## src/rtl/window_fetcher.sv

```systemverilog
// window_fetcher
// Takes one set of ADDR_LENGTH window addresses from the address generator.
// Issues one SRAM read per cycle and packs the returned activations into a
// window register. The completed window goes to the PE array through a
// valid/ready handshake. Only one window is in flight at a time.
//
// Optional build macro: FETCH_BOUND_CHECK_EN. When it is defined, the block
// gains the i_addr_limit port. Any slot whose address is >= i_addr_limit
// still uses its fetch cycle, but no read is issued and the slot is
// zero-padded.
//
// Ports:
//   i_clk, i_nrst       clock, synchronous active-low reset
//   i_reg_clear         synchronous clear back to IDLE (zeroes the window)
//   i_addr_valid/i_addr address set in; o_addr_ready is high in IDLE
//   o_sram_re/o_sram_addr  SRAM read request
//   i_sram_data         read data, valid one cycle after o_sram_re
//   i_addr_limit        (FETCH_BOUND_CHECK_EN only) exclusive address bound
//   o_window/o_valid/i_ready  completed window handshake
//   o_busy              high while fetching or draining
module window_fetcher #(
   parameter int ADDR_WIDTH  = 8,
   parameter int ADDR_LENGTH = 9,
   parameter int DATA_WIDTH  = 8
) (
   input  logic                                     i_clk,
   input  logic                                     i_nrst,
   input  logic                                     i_reg_clear,
   input  logic                                     i_addr_valid,
   input  logic [0:ADDR_LENGTH-1][ADDR_WIDTH-1:0]   i_addr,
   output logic                                     o_addr_ready,
   output logic                                     o_sram_re,
   output logic [ADDR_WIDTH-1:0]                    o_sram_addr,
   input  logic [DATA_WIDTH-1:0]                    i_sram_data,
`ifdef FETCH_BOUND_CHECK_EN
   input  logic [ADDR_WIDTH-1:0]                    i_addr_limit,
`endif
   output logic [0:ADDR_LENGTH-1][DATA_WIDTH-1:0]   o_window,
   output logic                                     o_valid,
   input  logic                                     i_ready,
   output logic                                     o_busy
);

   localparam int IDX_W = (ADDR_LENGTH > 1) ? $clog2(ADDR_LENGTH) : 1;
   localparam logic [IDX_W-1:0] LAST_IDX = IDX_W'(ADDR_LENGTH - 1);

   localparam logic [1:0] S_IDLE  = 2'd0;
   localparam logic [1:0] S_FETCH = 2'd1;
   localparam logic [1:0] S_DRAIN = 2'd2;
   localparam logic [1:0] S_DONE  = 2'd3;

   logic [1:0]                                state_q, state_d;
   logic [0:ADDR_LENGTH-1][ADDR_WIDTH-1:0]    addr_q, addr_d;
   logic [IDX_W-1:0]                          rd_idx_q, rd_idx_d;
   logic [IDX_W-1:0]                          wr_idx_q, wr_idx_d;
   logic                                      cap_vld_q, cap_vld_d;
   logic                                      cap_zero_q, cap_zero_d;
   logic [0:ADDR_LENGTH-1][DATA_WIDTH-1:0]    win_q, win_d;

   logic [ADDR_WIDTH-1:0] cur_addr;
   logic                  slot_oob;

   assign cur_addr = addr_q[rd_idx_q];

`ifdef FETCH_BOUND_CHECK_EN
   assign slot_oob = (state_q == S_FETCH) && (cur_addr >= i_addr_limit);
`else
   assign slot_oob = 1'b0;
`endif

   assign o_addr_ready = (state_q == S_IDLE);
   assign o_sram_re    = (state_q == S_FETCH) && !slot_oob;
   assign o_sram_addr  = (state_q == S_FETCH) ? cur_addr : '0;
   assign o_valid      = (state_q == S_DONE);
   assign o_busy       = (state_q == S_FETCH) || (state_q == S_DRAIN);
   assign o_window     = win_q;

   always_comb begin
      state_d    = state_q;
      addr_d     = addr_q;
      rd_idx_d   = rd_idx_q;
      wr_idx_d   = wr_idx_q;
      cap_vld_d  = 1'b0;
      cap_zero_d = 1'b0;
      win_d      = win_q;

      // Data for the read issued last cycle arrives now. It lands in the slot
      // recorded alongside that read.
      if (cap_vld_q)
         win_d[wr_idx_q] = cap_zero_q ? '0 : i_sram_data;

      case (state_q)
         S_IDLE: begin
            if (i_addr_valid) begin
               addr_d   = i_addr;
               rd_idx_d = '0;
               state_d  = S_FETCH;
            end
         end
         S_FETCH: begin
            cap_vld_d  = 1'b1;
            wr_idx_d   = rd_idx_q;
            cap_zero_d = slot_oob;
            if (rd_idx_q == LAST_IDX)
               state_d = S_DRAIN;
            else
               rd_idx_d = rd_idx_q + IDX_W'(1);
         end
         S_DRAIN: state_d = S_DONE;   // last word is captured on this edge
         S_DONE: begin
            if (i_ready)
               state_d = S_IDLE;
         end
         default: state_d = S_IDLE;
      endcase

      // Clear drops any outstanding read and empties the window.
      if (i_reg_clear) begin
         state_d    = S_IDLE;
         rd_idx_d   = '0;
         wr_idx_d   = '0;
         cap_vld_d  = 1'b0;
         cap_zero_d = 1'b0;
         win_d      = '0;
      end
   end

   always_ff @(posedge i_clk) begin
      if (!i_nrst) begin
         state_q    <= S_IDLE;
         addr_q     <= '0;
         rd_idx_q   <= '0;
         wr_idx_q   <= '0;
         cap_vld_q  <= 1'b0;
         cap_zero_q <= 1'b0;
         win_q      <= '0;
      end else begin
         state_q    <= state_d;
         addr_q     <= addr_d;
         rd_idx_q   <= rd_idx_d;
         wr_idx_q   <= wr_idx_d;
         cap_vld_q  <= cap_vld_d;
         cap_zero_q <= cap_zero_d;
         win_q      <= win_d;
      end
   end

endmodule

```

## config.mk

```make
export PLATFORM = sky130hd
export DESIGN_NAME = window_fetcher
export DESIGN_NICKNAME = d
export VERILOG_FILES = /design/src/rtl/window_fetcher.sv
export SDC_FILE = /design/constraint.sdc
export NUM_CORES = 1
export LEC_CHECK = 0
export BUFFER_PORTS_ARGS = -buffer_cell sky130_fd_sc_hd__buf_2
export CAP_MARGIN = 20
export CORE_UTILIZATION = 42
export CTS_CLUSTER_SIZE = 16
export DETAILED_ROUTE_END_ITERATION = 8
export GPL_TIMING_DRIVEN = 0
export PLACE_DENSITY = 0.66
export SYNTH_ARGS = -nofsm -noshare
export SYNTH_HDL_FRONTEND = slang
export SYNTH_SLANG_ARGS = --single-unit
```

## constraint.sdc

```tcl
create_clock -name i_clk -period 4.8 [get_ports i_clk]
set_input_delay 0.72 -clock i_clk [delete_from_list [all_inputs] [get_ports i_clk]]
set_output_delay 0.72 -clock i_clk [all_outputs]
set_load 0.02 [all_outputs]
```

== Yosys cells after proc, flatten, opt, wreduce, memory -nomap -nowiden ==
Index checks and enable logic that the tools add are counted.
Operators by class
  add/sub/neg operators: 1
  magnitude comparators: 3
  eq/ne operators: 8
  multiplexer cells: 15
  bitwise logic cells: 3
  reduce and logical (&&, ||, !) cells: 8
Operators by type and width (number)
  $bwmux W72: 1
  $bmux W8 S4: 1
  $demux W8 S4: 1
  $mux W8: 4
  $ge A5 B5 Y1 const B: 2
  $not A4 Y5: 2
  $mux W4: 2
  $pmux W2 S4: 1
  $pmux W4 S2: 1
  $mux W2: 3
  $reduce_and A3 Y1: 2
  $lt A5 B1 Y1 const B: 1
  $add A4 B1 Y4 const B: 1
  $eq A2 B2 Y1 const B: 2
  $eq A4 B4 Y1 const B: 1
  $ne A2 B1 Y1 const B: 2
  $ne A2 B2 Y1 const B: 2
  $eq A2 B1 Y1 const B: 1
  $logic_not A2 Y1: 1
  $reduce_and A2 Y1: 1
  $reduce_bool A2 Y1: 1
  $reduce_or A2 Y1: 1
  $logic_and A1 B1 Y1: 1
  $logic_or A1 B1 Y1: 1
  2 further kinds: 2
Word-level totals
  bits in registers: 155
  input port bits: 85
  output and inout port bits: 84
  logic and storage cells: 60

== Depth between registers and ports, before layout ==
  depth after elaboration: 6
  mapped depth: 7
  mapped depth without buffers: 6

== Worst setup path before layout ==
No wires, ideal clock.
  path type: register -> output
  start point: register state_q[1]
  end point: output port o_sram_addr[1]
  data arrival time: 1.787 ns
  data required time: 4.080 ns
  slack: 2.293 ns
  cell stages (with the launch flop): 6
  path buffers: 1
  path through: dfxtp_1 > inv_1 > ha_1 > nand2b_1 > clkbuf_1 > o41ai_1
On the way
  cells in the longest elaborated chain, start to end: 2
Ends and longest elaborated chain
  from (decl): line 52  | logic [1:0] state_q, state_d;
  from (signal assigned): line 138  | state_q <= state_d;
  $eq A2 B1 Y1
  via o_sram_re: line 32  | output logic o_sram_re,
  $mux W8: line 73  | assign o_sram_addr = (state_q == S_FETCH) ? cur_addr : '0;
  to (decl): line 33  | output logic [ADDR_WIDTH-1:0] o_sram_addr,
The timed path passes the listed nets, and every way through them passes these cells.

== Worst setup path after layout ==
  start point: register rd_idx_q[1]
  end point: output port o_sram_addr[7]
On the way
  cells in the longest elaborated chain, start to end: 5
Ends and longest elaborated chain
  from (decl): line 54  | logic [IDX_W-1:0] rd_idx_q, rd_idx_d;
  from (signal assigned): line 140  | rd_idx_q <= rd_idx_d;
  $not A4 Y5 (not written as such): line 63  | assign cur_addr = addr_q[rd_idx_q];
  $bmux W8 S4: line 63
  $mux W8 (not written as such) (2 in series): line 63
  $mux W8: line 73
Every way passes these cells. The select of a mux whose other input is x is not followed.

==> flow_summary.json <==
{
  "outcome": "finished clean",
  "synth_edf_count": 0,
  "path_clk_slew_ns": 0.06,
  "via_count": 5377,
  "grt_pass1_vias": 5150,
  "ant_nets": 0,
  "multiInputGateArea_mm2": 0.00308,
  "setup_slack_ns": 1.85,
  "critPathTopFamily": "flip-flops",
  "layout.nets": 976,
  "start_kind": "register",
  "wl_per_cell_um": 15.0,
  "final-seq-area_mm2": 0.00310,
  "synthesis.area_mm2": 0.00644,
  "die_h_um": 126,
  "finalWirelength_um": 16200,
  "worstSetupPathType": "register to output port",
  "end_kind": "output port",
  "dp_hpwl_um": 11900,
  "clock_latency_ns": 0.43,
  "crit_slowest_cell": "dfxtp_1",
  "synthCells": 707,
  "synth_nets": 798,
  "fin_crit_sh_pct": 61.5,
  "grt_max_degree": 17,
  "hp-class": "register to register",
  "clk_root_buffer_cell": "clkbuf_16",
  "cts_resized": 0,
  "cp_max_fo": 10,
  "fmax_ghz": 0.339,
  "synthTopCellsByCount": "nand2_1 (168), dfxtp_1 (155), nor2_1 (87)",
  "yosysTopAreaCellShare_pct": 48.2,
  "cts_setup_buffers": 0,
  "io_pins": 169,
  "path_buf_inv": 2,
  "slowest_delay_ns": 0.53,
  "synthFlopType": "dfxtp_1",
  "slew_headroom_pct": 56.5,
  "portBuffers": 159,
  "rsz0062_at_grt": "no",
  "drc": 0,
  "die-area_mm2": 0.0158,
  "slew_violations": 0,
  "dp_slack_ns": 2.30,
  "fp-row-count": 44,
  "grt_util_met2_pct": 35.5,
  "overflow": 0,
  "worstPathArrival_ns": 2.23,
  "critPathRequiredTime_ns": 4.08,
  "finalSetupTns_ns": 0,
  "cts_max_level": 4,
  "max_cap_violations": 0,
  "synth_cell_types": 39,
  "fill_cells": 1413,
  "drt_pre_antenna_iters": 5,
  "fin_util_pct": 54.5,
  "yosys-top-cells-area": "dfxtp_1 (48%), mux2i_1 (11%), nand2_1 (9.8%)",
  "vdd_ir_drop_max_mv": 0.256,
  "worstMarginPinSlew_ns": 0.653,
  "die_w_um": 126,
  "drt_iter0_markers": 251,
  "hold_buffers": 0,
  "viasPerCell": 4.97,
  "busiest_layer": "met2",
  "antenna_found_initial": 0,
  "met1_usage_pct": 26.6,
  "finalSetupViolations": 0,
  "cts.sinks": 155,
  "layout-drive-gt1-share_pct": 26.5,
  "fp.coreArea_mm2": 0.0148,
  "min_period_ns": 2.95,
  "synth_area_per_cell_um2": 9.11,
  "cts_buffers": 17,
  "hold_viol": 0,
  "diodes": 0,
  "cts_tree": "built",
  "clockBufferDepth": 2,
  "synth_largest_area_cell": "dfxtp_1",
  "synth_warnings": 0,
  "yosysSeqAreaShare_pct": 48.2,
  "grt_util_met3_pct": 5.61,
  "syn_to_final_growth_pct": 24.8,
  "routabilityCongestion": 0.786,
  "async_flop_share_pct": 0,
  "p_leak_nw": 3.60,
  "track_usage_pct": 21.3,
  "ys_ff_latch": 155,
  "crit_top_cell": "buf_2",
  "cellPowerDensity_mw_per_mm2": 356,
  "grt_pass1_wl_um": 26100,
  "skew_ns": 0.00787,
  "crit_path_cell_trace": "buf_2 -> nand2_1 -> o22ai_1 -> nor3_1 -> a41o_1 -> buf_2",
  "initial_utilization_pct": 43.7,
  "synth.most_common_cell": "nand2_1"
}
## routing by layer
| metal | vias up | routed length [um] |
|---|---|---|
| li1 | 2721 | - |
| met1 | 2443 | 7320 |
| met2 | 179 | 7610 |
| met3 | 34 | 946 |
| met4 | 0 | 325 |
| met5 | - | 0 |
## layout by cell type (no fill, tap or decap), drive strengths merged, types with 2 or more instances in the layout
| cell | count |
|---|---|
| buf | 179 |
| nand2 | 168 |
| dfxtp | 155 |
| nor2 | 89 |
| a21boi | 72 |
| mux2i | 70 |
| clkbuf | 54 |
| mux2 | 15 |
| a21oi | 10 |
| nand3 | 10 |
| inv | 10 |
| mux4 | 8 |
| o22ai | 7 |
| o31ai | 6 |
| ha | 6 |
| clkinv | 6 |
| nand3b | 5 |
| nand2b | 4 |
| and2 | 3 |
| a2111oi | 2 |
| nor3b | 2 |
| or3 | 2 |
| clkinvlp | 2 |
| nor3 | 2 |
| a211oi | 2 |
## cell families after synthesis
family          after synthesis  share of synthesized area, %
compound gates              103                          11.7
fa+ha+maj                     6                          1.17
buf+inv                      61                          4.00
flops                       155                          48.2
mux                          93                          16.4
simple gates                289                          18.6
## state kept, by name (all words and copies together), names as in the netlist
| name | flops |
|---|---|
| cap_vld_q | 1 |
| rd_idx_q | 4 |
| wr_idx_q | 4 |
| addr_q | 72 |
| state_q | 2 |
| o_window | 72 |
## per-stage QoR
stage / std cells / hold slack, ns / power (W) / cell area [um2]
finish: 1082 / 0.452 / 0.00286 / 8040
detailed placement: 1050 / 0.444 / 0.00160 / 7470
floorplan: 707 / 0.439 / 0.00151 / 6440
global route: 1082 / 0.478 / 0.00297 / 8040
CTS: 1082 / 0.453 / 0.00288 / 8040
global placement: 1050 / 0.445 / 0.00159 / 7470
## cell type report
class | instances | share of cell area [%]
buffer | 54 | 2.88
clock buffer | 20 | 5.68
clock inverter | 12 | 1.40
inverter | 7 | 0.327
multi-input combinational | 491 | 38.3
sequential | 155 | 38.6
tap | 184 | 2.86
timing repair buffer | 159 | 9.90
## path summary, 6_finish.rpt
| kind | start | end | slack [ns] | cells past startpoint |
|---|---|---|---|---|
| worst max-delay path | rd_idx_q[1] | o_sram_addr[7] | 1.85 | 6 |
| worst min-delay path | o_window[67] | o_window[67] | 0.45 | 2 |
| worst max register to register | rd_idx_q[0] | rd_idx_q[1] | 2.61 | 7 |
| worst min register to register | o_window[67] | o_window[67] | 0.45 | 2 |
## report_power, final
part	internal, W	switching [W]
clock	0.000744	0.000547
combinational	0.0000877	0.000129
sequential	0.00133	0.0000223
total	0.00216	0.000699
## worst min-delay path: stages, from the launching register on
cell and delay [ns]:
dfxtp_1 0.31, nand2_1 0.05, a21oi_1 0.05
Power figures use the tool's default switching activity.
